<file path="config.mk">
export PLATFORM = sky130hd
export DESIGN_NAME = serial_adder
export DESIGN_NICKNAME = d
export VERILOG_FILES = /design/src/rtl/serial_adder_pkg.sv /design/src/rtl/serial_adder_fa_cell.sv /design/src/rtl/serial_adder.sv
export SDC_FILE = /design/constraint.sdc
export NUM_CORES = 1
export LEC_CHECK = 0
export ABC_AREA = 1
export BUFFER_PORTS_ARGS = -buffer_cell sky130_fd_sc_hd__buf_2
export CORE_UTILIZATION = 54
export CTS_CLUSTER_SIZE = 40
export DETAILED_ROUTE_END_ITERATION = 12
export PLACE_DENSITY = 0.78
export REMOVE_ABC_BUFFERS = 1
export SLEW_MARGIN = 15
export SYNTH_ARGS = -nofsm -noshare
export SYNTH_HDL_FRONTEND = slang
export SYNTH_SLANG_ARGS = --single-unit
</file>
<file path="constraint.sdc">
create_clock -name clock -period 1.5 [get_ports clock]
set_input_delay 0.075 -clock clock [delete_from_list [all_inputs] [get_ports clock]]
set_output_delay 0.075 -clock clock [all_outputs]
set_load 0.005 [all_outputs]
</file>
<file path="src/rtl/serial_adder_pkg.sv">
// -----------------------------------------------------------------------------
// serial_adder_pkg
// Shared definitions for the bit-serial adder.
//   state_e        : control FSM states (IDLE, SHIFT, DONE)
//   DEFAULT_WIDTH  : default operand/sum width in bits
// -----------------------------------------------------------------------------
package serial_adder_pkg;

    typedef enum logic [1:0] {
        IDLE  = 2'd0,
        SHIFT = 2'd1,
        DONE  = 2'd2
    } state_e;

    localparam int unsigned DEFAULT_WIDTH = 32'd8;

endpackage : serial_adder_pkg

</file>
<file path="src/rtl/serial_adder_fa_cell.sv">
// -----------------------------------------------------------------------------
// fa_cell
// Purely combinational one-bit full adder.
// Ports:
//   a, b, cin : input bits
//   s         : sum bit      = a ^ b ^ cin
//   co        : carry-out    = majority(a, b, cin)
// -----------------------------------------------------------------------------
module fa_cell (
    input  logic a,
    input  logic b,
    input  logic cin,
    output logic s,
    output logic co
);

    // Sum and majority carry of the three input bits.
    always_comb begin
        s  = a ^ b ^ cin;
        co = (a & b) | (a & cin) | (b & cin);
    end

endmodule : fa_cell

</file>
<file path="src/rtl/serial_adder.sv">
// -----------------------------------------------------------------------------
// serial_adder
// Bit-serial adder: one full-adder cell plus a carry flip-flop processes the
// operands LSB-first, one bit per clock. The full result is published on the
// completion edge together with a one-cycle done pulse.
// Ports:
//   clock    : rising-edge clock
//   reset_n  : asynchronous active-low reset
//   start    : request, accepted only when not busy (IDLE or DONE)
//   a, b     : WIDTH-bit operands, captured on an accepted start
//   cin      : carry-in, captured on an accepted start
//   busy     : addition in progress
//   done     : one-cycle pulse, sum/cout were just updated
//   sum      : WIDTH-bit result of the last completed addition (held)
//   cout     : carry-out of the last completed addition (held)
// -----------------------------------------------------------------------------
module serial_adder
    import serial_adder_pkg::*;
#(
    parameter int unsigned WIDTH = DEFAULT_WIDTH
) (
    input  logic             clock,
    input  logic             reset_n,
    input  logic             start,
    input  logic [WIDTH-1:0] a,
    input  logic [WIDTH-1:0] b,
    input  logic             cin,
    output logic             busy,
    output logic             done,
    output logic [WIDTH-1:0] sum,
    output logic             cout
);

    // Counter only needs to reach WIDTH, so it never wraps mid-operation.
    localparam int unsigned     CNT_W    = $clog2(WIDTH + 1);
    localparam logic [CNT_W-1:0] LAST_CNT = CNT_W'(WIDTH - 1);

    state_e             state_q;
    logic [WIDTH-1:0]   opa_q;
    logic [WIDTH-1:0]   opb_q;
    logic [WIDTH-1:0]   acc_q;
    logic [WIDTH-1:0]   acc_d;
    logic               carry_q;
    logic [CNT_W-1:0]   cnt_q;
    logic               busy_q;
    logic               done_q;
    logic [WIDTH-1:0]   sum_q;
    logic               cout_q;

    logic               bit_s;
    logic               carry_s;

    // Single full-adder cell working on the current LSBs and stored carry.
    fa_cell u_fa_cell (
        .a   (opa_q[0]),
        .b   (opb_q[0]),
        .cin (carry_q),
        .s   (bit_s),
        .co  (carry_s)
    );

    // Next accumulator value: new sum bit enters at the MSB so that after
    // WIDTH shifts the first (LSB) result bit has reached bit 0.
    generate
        if (WIDTH == 1) begin : g_acc_w1
            assign acc_d = bit_s;
        end else begin : g_acc_wn
            assign acc_d = {bit_s, acc_q[WIDTH-1:1]};
        end
    endgenerate

    // Control FSM with datapath, counter and registered result/status outputs.
    always_ff @(posedge clock or negedge reset_n) begin
        if (!reset_n) begin
            state_q <= IDLE;
            opa_q   <= '0;
            opb_q   <= '0;
            acc_q   <= '0;
            carry_q <= 1'b0;
            cnt_q   <= '0;
            busy_q  <= 1'b0;
            done_q  <= 1'b0;
            sum_q   <= '0;
            cout_q  <= 1'b0;
        end else begin
            done_q <= 1'b0;
            case (state_q)
                // DONE accepts a new start exactly like IDLE (back-to-back).
                IDLE, DONE: begin
                    if (start) begin
                        opa_q   <= a;
                        opb_q   <= b;
                        carry_q <= cin;
                        acc_q   <= '0;
                        cnt_q   <= '0;
                        busy_q  <= 1'b1;
                        state_q <= SHIFT;
                    end else begin
                        busy_q  <= 1'b0;
                        state_q <= IDLE;
                    end
                end
                SHIFT: begin
                    opa_q   <= opa_q >> 1;
                    opb_q   <= opb_q >> 1;
                    acc_q   <= acc_d;
                    carry_q <= carry_s;
                    cnt_q   <= cnt_q + CNT_W'(1);
                    if (cnt_q == LAST_CNT) begin
                        // Last bit: publish the result on this same edge.
                        sum_q   <= acc_d;
                        cout_q  <= carry_s;
                        done_q  <= 1'b1;
                        busy_q  <= 1'b0;
                        state_q <= DONE;
                    end else begin
                        busy_q  <= 1'b1;
                        state_q <= SHIFT;
                    end
                end
                default: begin
                    busy_q  <= 1'b0;
                    state_q <= IDLE;
                end
            endcase
        end
    end

    assign busy = busy_q;
    assign done = done_q;
    assign sum  = sum_q;
    assign cout = cout_q;

endmodule : serial_adder

</file>
==> results of run 1 <==
-- worst paths after layout --
path                            end  slack, ns  depth (start not counted)
min reg2reg                  sum[4]       0.48                          2
max in group asynchronous  opa_q[2]       0.85                          3
min in group asynchronous    sum[1]       0.31                          3
max reg2reg                opa_q[5]       0.17                          5
max                        opa_q[5]       0.17                          5
min                        opb_q[0]       0.02                          5
-- what timing repair did --
action / CTS / global route
buffers inserted: 0 / 0
hold buffers: 18 / 0
endpoints found under the hold margin: 56 / 0
endpoints found under the setup margin: 0 / 9
resized for setup: 0 / 1
-- cell usage in the layout (no fill, tap or decap), drive strengths merged, types with 2 or more instances in the layout --
master       instances
buf                 33
clkbuf               6
dfrtp               39
dlygate4sd3         18
inv                 27
nand2              122
nand3                4
nor2                 5
o21ai                2
o22ai                6
-- cell families after synthesis --
kind of cell,after synthesis
buffers and inverters,32
AND/OR/NAND/NOR,133
AO/OA/AOI/OAI,9
adder cells (fa/ha/maj),2
flip-flops,39
-- layer usage --
metal	wire [um]	share of wire	vias up	track usage
li1	-	-	750	-
met1	1557	0.48	642	0.2691
met2	1543	0.47	30	0.3842
met3	139	0.042	6	0.07033
met4	34	0.010	0	0.07143
met5	0	0	-	0
-- area by class of cell --
cell class,count,area (um2)
well taps,44,55.05
inverters,27,101.3
repair buffers,51,365.4
clock inverters,2,16.27
multi-input cells,144,606.8
flip-flops and latches,39,975.9
clock buffers,6,51.30
fillers,242,855.8
-- metrics by stage --
| stage | power [mW] | setup slack [ns] | instances | util | setup TNS [ns] |
|---|---|---|---|---|---|
| 2_1_floorplan | 2.848 | -0.2120 | 210 | - | -1.908 |
| 3_3_place_gp | 3.328 | 0.1940 | 287 | 0.6347 | 0 |
| 3_5_place_dp | 3.393 | 0.1150 | 287 | 0.6347 | 0 |
| 4_1_cts | 4.025 | 0.1023 | 313 | 0.7165 | 0 |
| 5_1_grt | 4.375 | 0.02197 | 313 | 0.7174 | 0 |
| 6_report | 3.991 | 0.1658 | 313 | 0.7174 | 0 |
-- sequential cells by signal, summed over array words and instances (netlist names) --
register  flops
acc_q         7
carry_q       1
cnt_q         4
cout          1
done          1
opa_q         8
opb_q         8
state_q       1
sum           8
-- worst register-to-register path, cell delays in order, from the launching register on --
cell and delay, ns:
dfrtp_1 0.45, nand2_2 0.20, nand2_2 0.17, inv_2 0.30
nand2_1 0.10, nand2_1 0.08
-- power by group --
part	internal (mW)	switching (mW)
combinational	0.657	0.923
sequential	1.52	0.290
clock	0.231	0.368
==> reports/metrics.csv, run 1 <==
metric,value,unit
outcome,finished clean,
numCtsBuffers,5,
worst_hold_slack,0.02392,ns
via_per_inst,4.562,
firstDrtPassIters,4,
postSynthAreaPerCell,8.008,um2
drtIter0Drc,35,
core_area,0.003028,mm2
rr_startpoint,state_q[0],
place_area,0.001922,mm2
synth_area_leaders,"dfrtp_1 (57%), nand2_1 (26%), inv_1 (5.5%)",
synth_top_family_by_area,simple AND/OR/NAND/NOR gates,
portBuffers,30,
clk_pin_slew_worst_paths,0.12,ns
antenna_cells,0,
path_class,flop to flop,
synth.most_common_cell,nand2_1,
fin_area,0.002172,mm2
yosysWarnings,0,
grt_pass1_wl,5637,um
required,1.79,ns
relSlewSlack,0.6865,
tightest_slew,0.4703,ns
crit_path_top_delay_cell,dfrtp_1,
period_share,0.8894,
crit_family,simple AND/OR/NAND/NOR gates,
path_buf_inv,1,
grtUsageTotal,0.2237,
slew_viol_final,0,
critPathMaxFanout,20,
fp.dieW,58.47,um
synth.largest_area_cell,dfrtp_1,
hold_path.class,input port to flop,
p_leak,1.228,nW
htreeDepth,2,
routed_wl,3275,um
worstPathCellList,"nand2_2, nand2_2, inv_2, nand2_1, nand2_1",
synthMuxAreaShare,0,
min_from,b[0],
synthAdderAreaFrac,0.01890,
grt_start_max_net_pins,40,
dp_hpwl,2023,um
drive_gt1_frac,0.1822,
antenna_found_initial,0,
drc_errors,0,
max_stage_delay,0.45,ns
clock-sinks,39,
fmax,0.7495,GHz
first_global_vias,1343,
synth_cell_types,18,
gp_congestion,0.7346,
worstPathArrival,1.63,ns
synth-simple-area-share,0.3016,
die_area,0.003418,mm2
cts_root_buf,clkbuf_4,
syn2layout_area_growth,26.16,%
skew,0.006889,ns
tritoncts,built,
vdd_drop_max,0.7742,mV
initial_core_util,0.5686,
synthCells,215,
synth_compound_area_frac,0.03052,
synth_area,0.001722,mm2
drv_cap,0,
cp-end-kind,flop,
routedWlPerCell,10.46,um
synthArstFlopShare,1.000,
num_io_pins,31,
ant_nets,0,
synth-seq-area-share,0.5669,
overflow,0,
cts_buffer_depth,2,
synth_top_area_share,0.5669,
vias,1428,
finalCriticalPeriod,1.334,ns
rsz0062_at_grt,false,
hold_viol_final,0,
yosys-top-cells-count,"nand2_1 (120), dfrtp_1 (39), inv_1 (25)",
cp-start-kind,flop,
fin_nets,290,
synth-edff-count,0,
yosys.area_share.xor_xnor,0,
clk_latency,0.35,ns
yosys_register_bits,39,
power.density,1837,mW/mm2
cp-startpoint,state_q[0],
floorplan.rows,20,
synth_ff_type,dfrtp_1,
setup_viol,0,
die_h,58.47,um
No activity file was read; power rests on OpenSTA's default activity.
==> inputs of run 2 (changes only) <==
--- a/config.mk
+++ b/config.mk
@@ -15,4 +15,5 @@
 export SLEW_MARGIN = 15
 export SYNTH_ARGS = -nofsm -noshare
 export SYNTH_HDL_FRONTEND = slang
+export SYNTH_HIERARCHICAL = 1
 export SYNTH_SLANG_ARGS = --single-unit
==> run 2 against run 1 <==
Effect of this change:
- sequential cell count is the same
- non-clock buffer count is the same
- cell area grew 0.12%
==> reports/metrics.csv, run 2 <==
metric,value,unit
cts_buffer_depth,2,
initial_core_util,0.5686,
slew_viol_final,0,
overflow,0,
worstPathCellList,"ha_1, nand3_1, nor2_2, nand2_1, nand2_1",
period_share,0.8257,
synth-edff-count,0,
drive_gt1_frac,0.1866,
hold_viol_final,0,
place_area,0.001937,mm2
skew,0.02126,ns
worst_hold_slack,0.02189,ns
relSlewSlack,0.7512,
dr_wl_met2,1698,um
fin_area,0.002175,mm2
p_seq_frac,0.442,
max_stage_delay,0.42,ns
grt_pass1_wl,6051,um
antenna_cells,0,
critPathMaxFanout,10,
path_common_cell,nand2_1,
grtUsageTotal,0.2408,
path_buf_inv,0,
path_class,flop to flop,
synth.most_common_cell,nand2_1,
swShare,0.3860,
vdd_drop_max,1.160,mV
setup_viol,0,
yosysWarnings,6,
p_leak,1.231,nW
fin_nets,290,
p_clk_frac,0.166,
hold_path.class,input port to flop,
mostFrequentLayoutCells,"nand2_1 (119), dfrtp_1 (39), buf_2 (30)",
tightest_slew,0.3728,ns
clk_pin_slew_worst_paths,0.12,ns
tritoncts,built,
combPwrFrac,0.392,
highest_layer,met4,
gp_congestion,0.7472,
required,1.80,ns
power.density,1892,mW/mm2
die_area,0.003418,mm2
via_per_inst,4.587,
route.layer.met1.wl,1476,um
drc_errors,0,
antenna_found_initial,0,
fp.dieW,58.47,um
syn2layout_area_growth,26.31,%
core_area,0.003028,mm2
grt_start_max_net_pins,40,
cts_root_buf,clkbuf_4,
synth_top_area_share,0.5669,
synth_area_leaders,"dfrtp_1 (57%), nand2_1 (26%), inv_1 (5.5%)",
firstDrtPassIters,4,
synthCells,215,
mostFrequentLayoutCell,nand2_1,
floorplan.rows,20,
synth_cell_types,18,
num_io_pins,31,
first_global_vias,1443,
postSynthAreaPerCell,8.008,um2
post_cts_buffers,0,
intPower,2.527,mW
synth_ff_type,dfrtp_1,
finalCriticalPeriod,1.239,ns
synth.largest_area_cell,dfrtp_1,
portBuffers,30,
drv_cap,0,
dp_hpwl,2110,um
met3_length,104,um
synth-seq-area-share,0.5669,
rsz0062_at_grt,false,
ant_nets,0,
numCtsBuffers,5,
crit_path_top_delay_cell,dfrtp_1,
htreeDepth,2,
routedWlPerCell,10.73,um
worstPathArrival,1.54,ns
routed_wl,3348,um
drtIter0Drc,45,
clk_latency,0.36,ns
yosys-top-cells-count,"nand2_1 (120), dfrtp_1 (39), inv_1 (25)",
yosys_register_bits,39,
outcome,finished clean,
clock-sinks,39,
switchingPower,1.588,mW
crit_family,simple AND/OR/NAND/NOR gates,
fmax,0.8073,GHz
cp-end-kind,flop,
cp-start-kind,flop,
synth_area,0.001722,mm2
die_h,58.47,um
synthArstFlopShare,1.000,
vias,1431,
run 2: layer usage:
layer	GRT usage	up-vias
li1	-	745
met1	0.2721	648
met2	0.4351	30
met3	0.04835	8
met4	0.1156	0
met5	0	-
run 2: timing repair:
item | 4_1_cts | 5_1_grt
hold buffers | 16 | 0
resized for setup | 0 | 1
hold endpoints to repair | 54 | 0
setup endpoints to repair | 0 | 8
run 2: worst register-to-register path, cell delays in order (launching register included):
cell and delay (ns):
dfrtp_1 0.42, ha_1 0.20, nand3_1 0.10, nor2_2 0.31
nand2_1 0.10, nand2_1 0.07
run 2: cells by family (layout without fill, tap and decap cells):
group | Yosys count | count (layout) | synth area share
flip-flops | 39 | 39 | 0.5669
buffers and inverters | 32 | 85 | 0.08212
adder cells (fa/ha/maj) | 2 | 2 | 0.01889
AND/OR/NAND/NOR | 133 | 133 | 0.3016
AO/OA/AOI/OAI | 9 | 9 | 0.03052
run 2: power by group through the flow:
stage                     Sequential [mW]  Combinational [mW]  Clock [mW]
after floorplan                      1.80                1.05           0
after global placement               1.81                1.54           0
after detailed placement             1.83                1.59           0
after CTS                            1.82                1.63       0.696
after global routing                 1.88                1.91       0.737
final                                1.82                1.61       0.683
run 2: metrics by stage:
step	instances	setup TNS [ns]	setup slack, ns	power [mW]	utilization
global placement	289	0	0.2823	3.350	0.6397
detailed placement	289	0	0.1982	3.419	0.6397
floorplan	210	-1.908	-0.2120	2.847	-
global route	312	0	0.03713	4.524	0.7182
CTS	312	0	0.1908	4.137	0.7174
finish	312	0	0.2614	4.115	0.7182
run 2: layout make-up:
type                       count  area (um2)
sequential                    39       975.9
clock buffer                   5       37.54
clock inverter                 2       37.54
timing repair buffer          51       360.3
multi-input combinational    144       606.8
inverter                      27       101.3
tap                           44       55.05
fill                         252       853.3
run 2: final timing paths:
kind                            startpoint        to  slack [ns]  depth (start not counted)
worst min-delay path                  b[5]  opb_q[5]        0.02                          5
worst max-delay path              cnt_q[0]    sum[2]        0.26                          5
min in group asynchronous          reset_n    sum[7]        0.20                          3
max in group asynchronous          reset_n  opb_q[5]        1.09                          3
worst min register to register    acc_q[4]    sum[3]        0.48                          2
worst max register to register    cnt_q[0]    sum[2]        0.26                          5
